<file path="src/rtl/zoom_coef_gen.sv">
// Bilinear zoom coefficient generator: walks one destination frame, emits
// clamped 2x2 source coordinates and Q.4 fractions per pixel, and carries
// valid/eol/eof through a delay line that matches the interpolator latency.
module zoom_coef_gen #(
  parameter int CW  = 12,
  parameter int LAT = 5
) (
  input  logic          clk_i,
  input  logic          rst_i,
  input  logic          start_i,
  input  logic [CW-1:0] src_w_i,
  input  logic [CW-1:0] src_h_i,
  input  logic [CW-1:0] dst_w_i,
  input  logic [CW-1:0] dst_h_i,
  input  logic [CW+3:0] step_x_i,
  input  logic [CW+3:0] step_y_i,
  output logic          busy_o,
  output logic          coef_valid_o,
  input  logic          coef_ready_i,
  output logic [CW-1:0] src_x0_o,
  output logic [CW-1:0] src_x1_o,
  output logic [CW-1:0] src_y0_o,
  output logic [CW-1:0] src_y1_o,
  output logic [3:0]    dx_o,
  output logic [3:0]    dy_o,
  output logic [7:0]    dx_dy_o,
  output logic          sol_o,
  output logic          eol_o,
  output logic          eof_o,
  output logic          pout_valid_o,
  output logic          pout_eol_o,
  output logic          pout_eof_o,
  output logic          done_o
);

  typedef enum logic [1:0] {IDLE, RUN, FIN} state_e;

  state_e          state_q, state_d;
  logic [CW-1:0]   src_w_q, src_h_q, dst_w_q, dst_h_q;
  logic [CW+3:0]   step_x_q, step_y_q;
  logic [CW+3:0]   acc_x_q, acc_y_q;
  logic [CW-1:0]   col_q, row_q;
  logic [7:0]      dx_dy_q;
  logic [LAT-1:0][2:0] pipe_q;

  logic          run, hs, eol_c, eof_c;
  logic [CW-1:0] xi, yi, wmax, hmax, x0, x1, y0, y1;
  logic          xclamp, yclamp;
  logic [3:0]    dxc, dyc;

  // Beat contents are derived from registered accumulators/counters only,
  // so they hold naturally while the downstream stalls.
  always_comb begin
    run    = (state_q == RUN);
    hs     = run & coef_ready_i;
    eol_c  = (col_q == dst_w_q - 1'b1);
    eof_c  = eol_c & (row_q == dst_h_q - 1'b1);
    xi     = acc_x_q[CW+3:4];
    yi     = acc_y_q[CW+3:4];
    wmax   = src_w_q - 1'b1;
    hmax   = src_h_q - 1'b1;
    // Once the right/bottom neighbour would fall off the image, both taps
    // collapse onto the edge pixel and the fraction is meaningless.
    xclamp = (xi >= wmax);
    yclamp = (yi >= hmax);
    x0     = xclamp ? wmax : xi;
    x1     = xclamp ? wmax : xi + 1'b1;
    y0     = yclamp ? hmax : yi;
    y1     = yclamp ? hmax : yi + 1'b1;
    dxc    = xclamp ? 4'd0 : acc_x_q[3:0];
    dyc    = yclamp ? 4'd0 : acc_y_q[3:0];
  end

  // Next-state logic and state-decoded outputs.
  always_comb begin
    state_d = state_q;
    unique case (state_q)
      IDLE: if (start_i) state_d = (dst_w_i != '0 && dst_h_i != '0) ? RUN : FIN;
      RUN:  if (hs && eof_c) state_d = FIN;
      FIN:  state_d = IDLE;
      default: state_d = IDLE;
    endcase
  end

  // State register.
  always_ff @(posedge clk_i) begin
    if (rst_i) state_q <= IDLE;
    else       state_q <= state_d;
  end

  // Frame parameters, accumulators, counters, dx*dy and the pout delay line.
  always_ff @(posedge clk_i) begin
    if (rst_i) begin
      src_w_q  <= '0; src_h_q  <= '0;
      dst_w_q  <= '0; dst_h_q  <= '0;
      step_x_q <= '0; step_y_q <= '0;
      acc_x_q  <= '0; acc_y_q  <= '0;
      col_q    <= '0; row_q    <= '0;
      dx_dy_q  <= '0;
      pipe_q   <= '0;
    end else begin
      if (state_q == IDLE && start_i) begin
        src_w_q  <= src_w_i;  src_h_q  <= src_h_i;
        dst_w_q  <= dst_w_i;  dst_h_q  <= dst_h_i;
        step_x_q <= step_x_i; step_y_q <= step_y_i;
        acc_x_q  <= '0;       acc_y_q  <= '0;
        col_q    <= '0;       row_q    <= '0;
      end else if (hs) begin
        dx_dy_q <= {4'd0, dxc} * {4'd0, dyc};
        if (eol_c) begin
          acc_x_q <= '0;
          col_q   <= '0;
          acc_y_q <= acc_y_q + step_y_q;
          row_q   <= row_q + 1'b1;
        end else begin
          acc_x_q <= acc_x_q + step_x_q;
          col_q   <= col_q + 1'b1;
        end
      end
      // Free-running: the interpolator has no stall input.
      pipe_q[0] <= {hs, hs & eol_c, hs & eof_c};
      for (int i = 1; i < LAT; i++) pipe_q[i] <= pipe_q[i-1];
    end
  end

  assign busy_o       = (state_q != IDLE);
  assign done_o       = (state_q == FIN);
  assign coef_valid_o = run;
  assign src_x0_o     = run ? x0 : '0;
  assign src_x1_o     = run ? x1 : '0;
  assign src_y0_o     = run ? y0 : '0;
  assign src_y1_o     = run ? y1 : '0;
  assign dx_o         = run ? dxc : 4'd0;
  assign dy_o         = run ? dyc : 4'd0;
  assign sol_o        = run & (col_q == '0);
  assign eol_o        = run & eol_c;
  assign eof_o        = run & eof_c;
  assign dx_dy_o      = dx_dy_q;
  assign pout_valid_o = pipe_q[LAT-1][2];
  assign pout_eol_o   = pipe_q[LAT-1][1];
  assign pout_eof_o   = pipe_q[LAT-1][0];

endmodule

</file>
<file path="config.mk">
export PLATFORM = sky130hd
export DESIGN_NAME = zoom_coef_gen
export DESIGN_NICKNAME = d
export VERILOG_FILES = /design/src/rtl/zoom_coef_gen.sv
export SDC_FILE = /design/constraint.sdc
export NUM_CORES = 1
export LEC_CHECK = 0
export ABC_AREA = 1
export CAP_MARGIN = 15
export CORE_UTILIZATION = 56
export DETAILED_ROUTE_END_ITERATION = 10
export PLACE_DENSITY = 0.82
export SYNTH_ARGS = -nofsm -noshare
export SYNTH_HDL_FRONTEND = slang
export SYNTH_SLANG_ARGS = --single-unit
</file>
<file path="constraint.sdc">
create_clock -name clk_i -period 6.6 [get_ports clk_i]
set_input_delay 1.32 -clock clk_i [delete_from_list [all_inputs] [get_ports clk_i]]
set_output_delay 1.32 -clock clk_i [all_outputs]
set_load 0.01 [all_outputs]
</file>
==> Word level (Yosys, flattened, before mapping) <==
Cells that the tools add are included.
{ "word_totals": {"ff_bits": 161, "out_inout_bits": 73, "word_cells": 74, "inputBits": 84} }
{ "op_classes": {"mul": 1, "bitwise": 8, "n_reduce_logical": 12, "add_sub_neg": 10, "muxes": 18, "eq_ne": 6, "order_cmp": 2} }
{ "ops": {"columns": ["operator", "count"], "rows": [
  ["12-bit 2-to-1 mux", 9],
  ["12-bit by 1-bit adder with 12-bit output, second input constant", 4],
  ["12-bit by 1-bit subtractor with 12-bit output, second input constant", 4],
  ["16-bit adder", 2],
  ["12-bit equality test", 2],
  ["12-bit greater-or-equal comparator", 2],
  ["12-bit nonzero test", 2],
  ["16-bit 2-to-1 mux", 1],
  ["4-bit 2-to-1 mux", 4],
  ["12-bit zero test", 1],
  ["4-bit by 4-bit multiplier with 8-bit output", 1],
  ["1-bit bitwise AND", 7],
  ["2-bit 2-to-1 mux", 3],
  ["2-bit AND reduction", 3],
  ["2-bit one-hot mux with 2 select lines", 1],
  ["1-bit logical AND", 3],
  ["2-bit by 1-bit equality test with 1-bit output, second input constant", 1],
  ["2-bit equality test, second input constant", 1],
  ["2-bit zero test", 1],
  ["2-bit by 1-bit != test with 1-bit output, second input constant", 1],
  ["2-bit != test, second input constant", 1],
  ["2-bit nonzero test", 1],
  ["2-bit OR reduction", 1],
  ["1-bit inverter", 1]
]} }

==> Logic depth before layout (Yosys ltp) <==
Gate-level depths: netlist (run 1).
{ "depth": {"depth_word": 6, "mapped_depth": 27, "depth_no_buf": 26} }

==> Worst setup path before layout (run 1) <==
No wires, ideal clock.
{ "synth_timing": {"path_kind": "register to register", "from": "reg src_h_q[0]", "to": "reg dx_dy_q[7] (netlist: dx_dy_o[7])", "setup_slack_ns": 1.929, "arrival_time_ns": 4.557, "stages_incl_launch_ff": 28, "n_path_buf": 1, "setup_ns": 0.114, "required_time_ns": 6.486, "period_less_slack_ns": 4.671, "cell_sequence": "dfxtp_1 > inv_1 > ha_1 > nand2_1 > nor3_1 > nand3_1 > nor3_1 > xnor2_1 > ha_1 > nand2_1 > nor2_1 > a211oi_1 > nand4_1 > clkbuf_1 > nor2_1 > nand2_1 > fa_1 > inv_1 > fa_1 > ha_1 > a21oi_1 > nand2_1 > a21oi_1 > nor2_1 > nor2_1 > xnor2_1 > o21bai_1 > inv_1"} }
{ "synth_between": {"elab_chain_len": 4} }
{ "synth_lines": {"columns": ["item", "line", "source"], "rows": [
  ["start, declared", "39", "logic [CW-1:0] src_w_q, src_h_q, dst_w_q, dst_h_q;"],
  ["start signal, assigned", "103", "src_w_q <= src_w_i; src_h_q <= src_h_i;"],
  ["12-bit by 1-bit subtractor with 12-bit output", "61", "hmax = src_h_q - 1'b1;"],
  ["12-bit greater-or-equal comparator", "65", "yclamp = (yi >= hmax);"],
  ["4-bit 2-to-1 mux", "71", "dyc = yclamp ? 4'd0 : acc_y_q[3:0];"],
  ["4-bit by 4-bit multiplier with 8-bit output", "109", "dx_dy_q <= {4'd0, dxc} * {4'd0, dyc};"],
  ["end signal, assigned", "109", null],
  ["end, declared", "43", "logic [7:0] dx_dy_q;"]
]} }
No other way between the ends.
A chain may end at the register's enable or synchronous reset.

==> Worst setup path after layout (run 1) <==
{ "layout_timing": {"from": "reg src_h_q[0]", "to": "out src_y1_o[0]"} }
{ "layout_between": {"elab_chain_len": 4} }
{ "layout_lines": {"columns": ["item", "line", "source"], "rows": [
  ["12-bit by 1-bit subtractor with 12-bit output (*)", "61", null],
  ["12-bit greater-or-equal comparator", "65", null],
  ["12-bit 2-to-1 mux (*)", "69", "y1 = yclamp ? hmax : yi + 1'b1;"],
  ["12-bit 2-to-1 mux (*)", "132", "assign src_y1_o = run ? y1 : '0;"],
  ["end, declared", "23", "output logic [CW-1:0] src_y1_o,"]
]} }
Every way passes the cells marked *; elsewhere a longest branch is shown, timed or not.

==> impl_metrics.tcl, run 1 <==
set metrics [dict create \
    layout_worst_path_cycle_share 0.882 \
    cts-htree-levels 4 \
    floorplan.core_area_um2 18900 \
    via_count_of_the_first_global_routing_pass 10385 \
    postRouteWirelength_mm 30.4 \
    syn_avg_cell_area_um2 6.79 \
    fp.dieW_um 142 \
    synth_top_cells_by_area "sky130_fd_sc_hd__dfxtp_1, sky130_fd_sc_hd__nor2_1, sky130_fd_sc_hd__nand2_1" \
    post-synth-top-area-cell "sky130_fd_sc_hd__dfxtp_1" \
    synth-edff-count 0 \
    async_flop_share 0 \
    sequential_area_share_after_synthesis 0.295 \
    dieArea_um2 20100 \
    clk_path_buf_depth 2 \
    postLayoutCoreUtil 0.695 \
    timing_max_transition_violations_final 0 \
    static-leakage-power_nw 5.57 \
    period_needed_ns 5.82 \
    pin_count 157 \
    groute.usage.overall 0.308 \
    postSynth.topFlopCell "sky130_fd_sc_hd__dfxtp_1" \
    max_clock_freq_mhz 172 \
    cts_tree "done" \
    synth.top_cell.area_share 0.295 \
    drt_drc_violations_left 0 \
    max_slew_headroom 0.212 \
    most-common-layout-cells "sky130_fd_sc_hd__nor2_1, sky130_fd_sc_hd__nand2_1, sky130_fd_sc_hd__dfxtp_1" \
    globalplace.congestion 0.938 \
    tritoncts.num_buffers 17 \
    clock_insertion_delay_worst_skew_ns 0.43 \
    power.density_cell_area_nw_per_um2 198 \
    synth_cell_type_count 44 \
    syn-instance-count 1609 \
    worstMarginPinSlew_ns 1.18 \
    cp_data_arrival_time_ns 4.50 \
    post_cts_setup_buffers 0 \
    critical_path.endpoint_type "primary output" \
    finalSetupTns_ns 0 \
    clock-skew-final_ns 0.0102 \
    synthesis.nets 1774 \
    tritoncts_num_sinks 161 \
    worst_ep_required_time_ns 5.28 \
    fillerInstances 1628 \
    route.detailed.wl_per_inst_um 15.1 \
    hold_viol_final 0 \
    grt_setup_unrepaired "false" \
    nNetsFinal 1902 \
    routed-via-count 10874 \
    irDropWorstVdd_v 0.000176 \
    worst-setup-path-type "flip-flop to primary output" \
    min-delay-path-class "flip-flop to flip-flop" \
    first_iter_violations 680 \
    synth-seq-cells 161 \
    grt_start_max_net_pins 46 \
    clkSlewWorstSetupHoldPaths_ns 0.07 \
    final_layout_size_suffix_gt1_frac 0.0743 \
    port_buffers 156 \
    drt_pass1_iterations 5 \
    run_status "completed" \
    hpwl_dp_mm 22.9 \
    grt_pass1_wl_mm 49.4 \
    grt.overflow.total 0 \
    std_cell_rows 50 \
    viasPerCell 5.41 \
    synth.yosys.warnings 0 \
    initial_core_util 0.578 \
    ctsRootBufferMaster "sky130_fd_sc_hd__clkbuf_16" \
    critical_path.startpoint_type "flip-flop" \
    max_cap_violations 0 \
    mappedNetlistArea_um2 10900 \
    crit_fanout 36 \
    cts_repair_resize_count 0 \
    antenna_violations_before_repair 1 \
    areaGrowthSynthToFinish_pct 20.3 \
    die-height_um 142 \
    cts_hold_buffers 0 \
    setup_viol 0 \
    final_antenna_net_count 0 \
    most_frequent_standard_cell_in_the_layout_excluding_fill_and_tap_cells "sky130_fd_sc_hd__nor2_1" \
]
==> logic make-up after synthesis <==
kind of cell	synth area share
flip-flops	0.295
AO/OA/AOI/OAI	0.137
buffers and inverters	0.0809
AND/OR/NAND/NOR	0.308
adder cells (fa/ha/maj)	0.0970
XOR/XNOR	0.0818
==> stage by stage <==
stage	power (W)	instance area [µm²]	setup slack [ns]	hold WS (ns)	cells
floorplan	0.00150	10900	1.93	0.388	1609
global placement	0.00168	12600	1.39	0.390	1978
detailed placement	0.00169	12600	1.19	0.395	1978
CTS	0.00260	13100	0.801	0.406	2010
global route	0.00272	13100	0.353	0.427	2010
finish	0.00260	13100	0.782	0.406	2011
==> worst max-delay path, stage by stage, from the launching register on <==
cell and delay, ns:
sky130_fd_sc_hd__dfxtp_1 0.31, sky130_fd_sc_hd__inv_1 0.12, sky130_fd_sc_hd__ha_1 0.20, sky130_fd_sc_hd__nand2_1 0.10, sky130_fd_sc_hd__nor3_1 0.26, sky130_fd_sc_hd__nand3_1 0.17
sky130_fd_sc_hd__nor3_1 0.22, sky130_fd_sc_hd__xnor2_1 0.18, sky130_fd_sc_hd__ha_1 0.28, sky130_fd_sc_hd__nand2_1 0.08, sky130_fd_sc_hd__nor2_1 0.05, sky130_fd_sc_hd__a211oi_1 0.16
sky130_fd_sc_hd__nand4_1 0.58, sky130_fd_sc_hd__buf_4 0.48, sky130_fd_sc_hd__nand2_1 0.09, sky130_fd_sc_hd__nand2_1 0.07, sky130_fd_sc_hd__nor2_1 0.14, sky130_fd_sc_hd__clkdlybuf4s50_1 0.56
==> where the power goes <==
group | leakage [nW] | internal, W | switching [W]
logic | 3.99 | 0.000229 | 0.000366
clock network | 0.268 | 0.000503 | 0.000412
registers | 1.32 | 0.00103 | 0.0000573
==> metal layers <==
metal,global-route usage,vias to the layer above,share of wire
met1,0.388,5014,0.45
met5,0,-,0
met4,0.130,0,0.032
li1,-,5475,-
met2,0.518,311,0.46
met3,0.0550,74,0.059
==> sequential cells by signal, indices dropped and copies added, names as in the netlist, 16 cells and up <==
name      flops
acc_x_q      16
acc_y_q      16
step_x_q     16
step_y_q     16
==> Yosys cell counts (2+ instances only) <==
cell                        instances
sky130_fd_sc_hd__nand2_1          267
sky130_fd_sc_hd__nand2_2           43
sky130_fd_sc_hd__nand4_1           14
sky130_fd_sc_hd__nor3_1            43
sky130_fd_sc_hd__inv_2              3
sky130_fd_sc_hd__fa_1               6
sky130_fd_sc_hd__nand3_1           83
sky130_fd_sc_hd__nor2_2             7
sky130_fd_sc_hd__buf_4              2
sky130_fd_sc_hd__o21ai_0          102
sky130_fd_sc_hd__buf_8              3
sky130_fd_sc_hd__o21ai_1            3
sky130_fd_sc_hd__nor2_1           293
sky130_fd_sc_hd__buf_12             2
sky130_fd_sc_hd__o21a_1             3
sky130_fd_sc_hd__a21oi_1          124
sky130_fd_sc_hd__inv_1            150
sky130_fd_sc_hd__ha_1              75
sky130_fd_sc_hd__clkbuf_1          45
sky130_fd_sc_hd__a21o_1             4
sky130_fd_sc_hd__dfxtp_1          161
sky130_fd_sc_hd__nand3b_1           6
sky130_fd_sc_hd__xnor2_1           28
sky130_fd_sc_hd__a21oi_2           21
sky130_fd_sc_hd__o2111ai_1          2
sky130_fd_sc_hd__o21bai_1           3
sky130_fd_sc_hd__nor4_1            10
sky130_fd_sc_hd__or2_2              8
sky130_fd_sc_hd__a211oi_1           2
sky130_fd_sc_hd__o31ai_1            5
sky130_fd_sc_hd__xor2_1            74
sky130_fd_sc_hd__a21boi_0           3
sky130_fd_sc_hd__buf_1              3
==> path summary, 6_finish.rpt <==
path | startpoint | end | slack [ns] | cells past startpoint
worst max-delay path | src_h_q[0]$_SDFFE_PP0P_ | src_y1_o[0] | 0.78 | 17
worst min-delay path | pipe_q[2]$_SDFF_PP0_ | pipe_q[5]$_SDFF_PP0_ | 0.41 | 2
worst max register to register | src_h_q[0]$_SDFFE_PP0P_ | dx_dy_o[7]$_SDFFE_PP0P_ | 1.17 | 26
worst min register to register | pipe_q[2]$_SDFF_PP0_ | pipe_q[5]$_SDFF_PP0_ | 0.41 | 2
==> layout make-up <==
cell class                      instances  area [µm²]  share of cell area
Sequential cell                       161        3220               0.245
Timing Repair Buffer                  166        1640               0.125
Multi-Input combinational cell       1236        6820               0.519
Tap cell                              260         325              0.0248
Clock inverter                         11        80.1             0.00610
Antenna cell                            1        2.50            0.000191
Clock buffer                           21         460              0.0351
Inverter                              155         587              0.0447
(Power assumes the default switching activity.)
==> inputs of run 2 (changes only) <==
Settings changed: ABC_CLOCK_PERIOD_IN_PS set to 6600, CORE_MARGIN set to 5.
==> impl_metrics.tcl, run 2 (same netlist as run 1, synthesis figures left out) <==
set metrics [dict create \
    reg2reg_setup_slack_ns 1.12 \
    crit_fanout 16 \
    report.power.total_w 0.00264 \
    num_antenna_cells 0 \
    max_clock_freq_mhz 166 \
    min-delay-path-class "flip-flop to flip-flop" \
    max_cap_violations 0 \
    clock-skew-final_ns 0.0148 \
    dieArea_um2 22400 \
    nNetsFinal 1902 \
    layout_worst_path_cycle_share 0.911 \
    power.density_cell_area_nw_per_um2 201 \
    cts_tree "done" \
    timing_max_transition_violations_final 0 \
    routed-via-count 10879 \
    clock_insertion_delay_worst_skew_ns 0.44 \
    via_count_of_the_first_global_routing_pass 10363 \
    std_cell_rows 51 \
    irDropWorstVdd_v 0.000165 \
    clk_path_buf_depth 2 \
    critical_path.startpoint_type "flip-flop" \
    globalplace.congestion 0.942 \
    final_layout_size_suffix_gt1_frac 0.0722 \
    route.detailed.wl_per_inst_um 15.3 \
    ctsRootBufferMaster "sky130_fd_sc_hd__clkbuf_16" \
    cts-htree-levels 4 \
    clkSlewWorstSetupHoldPaths_ns 0.06 \
    grt_setup_unrepaired "false" \
    areaGrowthSynthToFinish_pct 20.5 \
    worst-setup-path-type "flip-flop to primary output" \
    path_delay_family "buffers and inverters" \
    groute.usage.overall 0.276 \
    cts_hold_buffers 0 \
    critical_path_buf_inv_count 4 \
    max_slew_headroom 0.265 \
    period_needed_ns 6.01 \
    cp_data_arrival_time_ns 4.69 \
    crit_slowest_cell "sky130_fd_sc_hd__clkdlybuf4s50_1" \
    floorplan.core_area_um2 19300 \
    cp_cell_sequence "inv_1 > ha_1 > nand2_1 > nor3_1 > nand3_1 > nor3_1 > xnor2_1 > ha_1 > nand2_1 > o21a_1 > a21boi_0 > nand3_1 > buf_4 > inv_1 > o21ai_0 > a21oi_1 > clkdlybuf4s50_1" \
    antenna_violations_before_repair 0 \
    die-height_um 150 \
    grt_start_max_net_pins 65 \
    first_iter_violations 787 \
    cts_repair_resize_count 0 \
    worst_ep_required_time_ns 5.28 \
    pin_count 157 \
    grt.overflow.total 0 \
    drt_pass1_iterations 5 \
    worstMarginPinSlew_ns 1.10 \
    drt_drc_violations_left 0 \
    post_cts_setup_buffers 0 \
    final_antenna_net_count 0 \
    hpwl_dp_mm 23.2 \
    most-common-layout-cells "sky130_fd_sc_hd__nor2_1, sky130_fd_sc_hd__nand2_1, sky130_fd_sc_hd__dfxtp_1" \
    post_layout_nonfiller_instances 2011 \
    port_buffers 156 \
    most_frequent_standard_cell_in_the_layout_excluding_fill_and_tap_cells "sky130_fd_sc_hd__nor2_1" \
    initial_core_util 0.565 \
    numPlacedInstances 1983 \
    static-leakage-power_nw 5.57 \
    postRouteWirelength_mm 30.7 \
    run_status "completed" \
    viasPerCell 5.41 \
    tritoncts_num_sinks 161 \
    critical_path.endpoint_type "primary output" \
    setup_viol 0 \
    grt_pass1_wl_mm 50.4 \
    fp.dieW_um 150 \
    hold_viol_final 0 \
    critical-path-max-stage-delay_ns 0.56 \
    finalSetupTns_ns 0 \
    tritoncts.num_buffers 17 \
]
-- run 2: worst reg2reg max path, delay by kind of cell (launching register included) --
kind            cells  cell delay [ns]
buf+inv             4             0.60
fa+ha+maj           5             1.77
xor+xnor            2             0.24
compound gates      5             0.75
flops               1             0.30
simple gates       11             1.72
-- run 2: final timing paths --
path                                start                       to  cells after the start
setup / recovery  src_w_q[0]$_SDFFE_PP0P_              src_x0_o[0]                     17
setup reg to reg  src_w_q[0]$_SDFFE_PP0P_  dx_dy_o[7]$_SDFFE_PP0P_                     27
hold / removal       pipe_q[2]$_SDFF_PP0_     pipe_q[5]$_SDFF_PP0_                      2
hold reg to reg      pipe_q[2]$_SDFF_PP0_     pipe_q[5]$_SDFF_PP0_                      2
-- run 2: where the power goes --
group	internal (W)	leakage [nW]	switching (W)	total, W
clock	0.000562	0.269	0.000399	0.000961
sequential	0.00103	1.32	0.0000554	0.00108
combinational	0.000229	3.99	0.000367	0.000597
total	0.00182	5.57	0.000822	0.00264
-- run 2: through the flow --
| stage | hold slack, ns | util | instance area, µm² | worst slack, ns |
|---|---|---|---|---|
| CTS | 0.403 | 0.680 | 13200 | 0.613 |
| global route | 0.422 | 0.680 | 13200 | 0.151 |
| global placement | 0.390 | 0.652 | 12600 | 1.29 |
| detailed placement | 0.395 | 0.652 | 12600 | 1.14 |
| floorplan | 0.388 | - | 10900 | 1.93 |
| finish | 0.404 | 0.680 | 13200 | 0.591 |
-- run 2: area by class of cell --
class / count / area (µm²)
flip-flops and latches: 161 / 3220
inverters: 155 / 587
multi-input cells: 1236 / 6820
clock inverters: 8 / 108
clock buffers: 20 / 447
well taps: 265 / 332
repair buffers: 166 / 1640
fillers: 1675 / 6180
-- run 2: per-layer routing --
| metal | share of wire | vias up | global-route usage | wire, µm |
|---|---|---|---|---|
| met3 | 0.064 | 52 | 0.0482 | 1960 |
| li1 | - | 5476 | - | - |
| met5 | 0 | - | 0 | 0 |
| met4 | 0.022 | 0 | 0.0870 | 675 |
| met2 | 0.46 | 356 | 0.459 | 14100 |
| met1 | 0.45 | 4995 | 0.366 | 13900 |
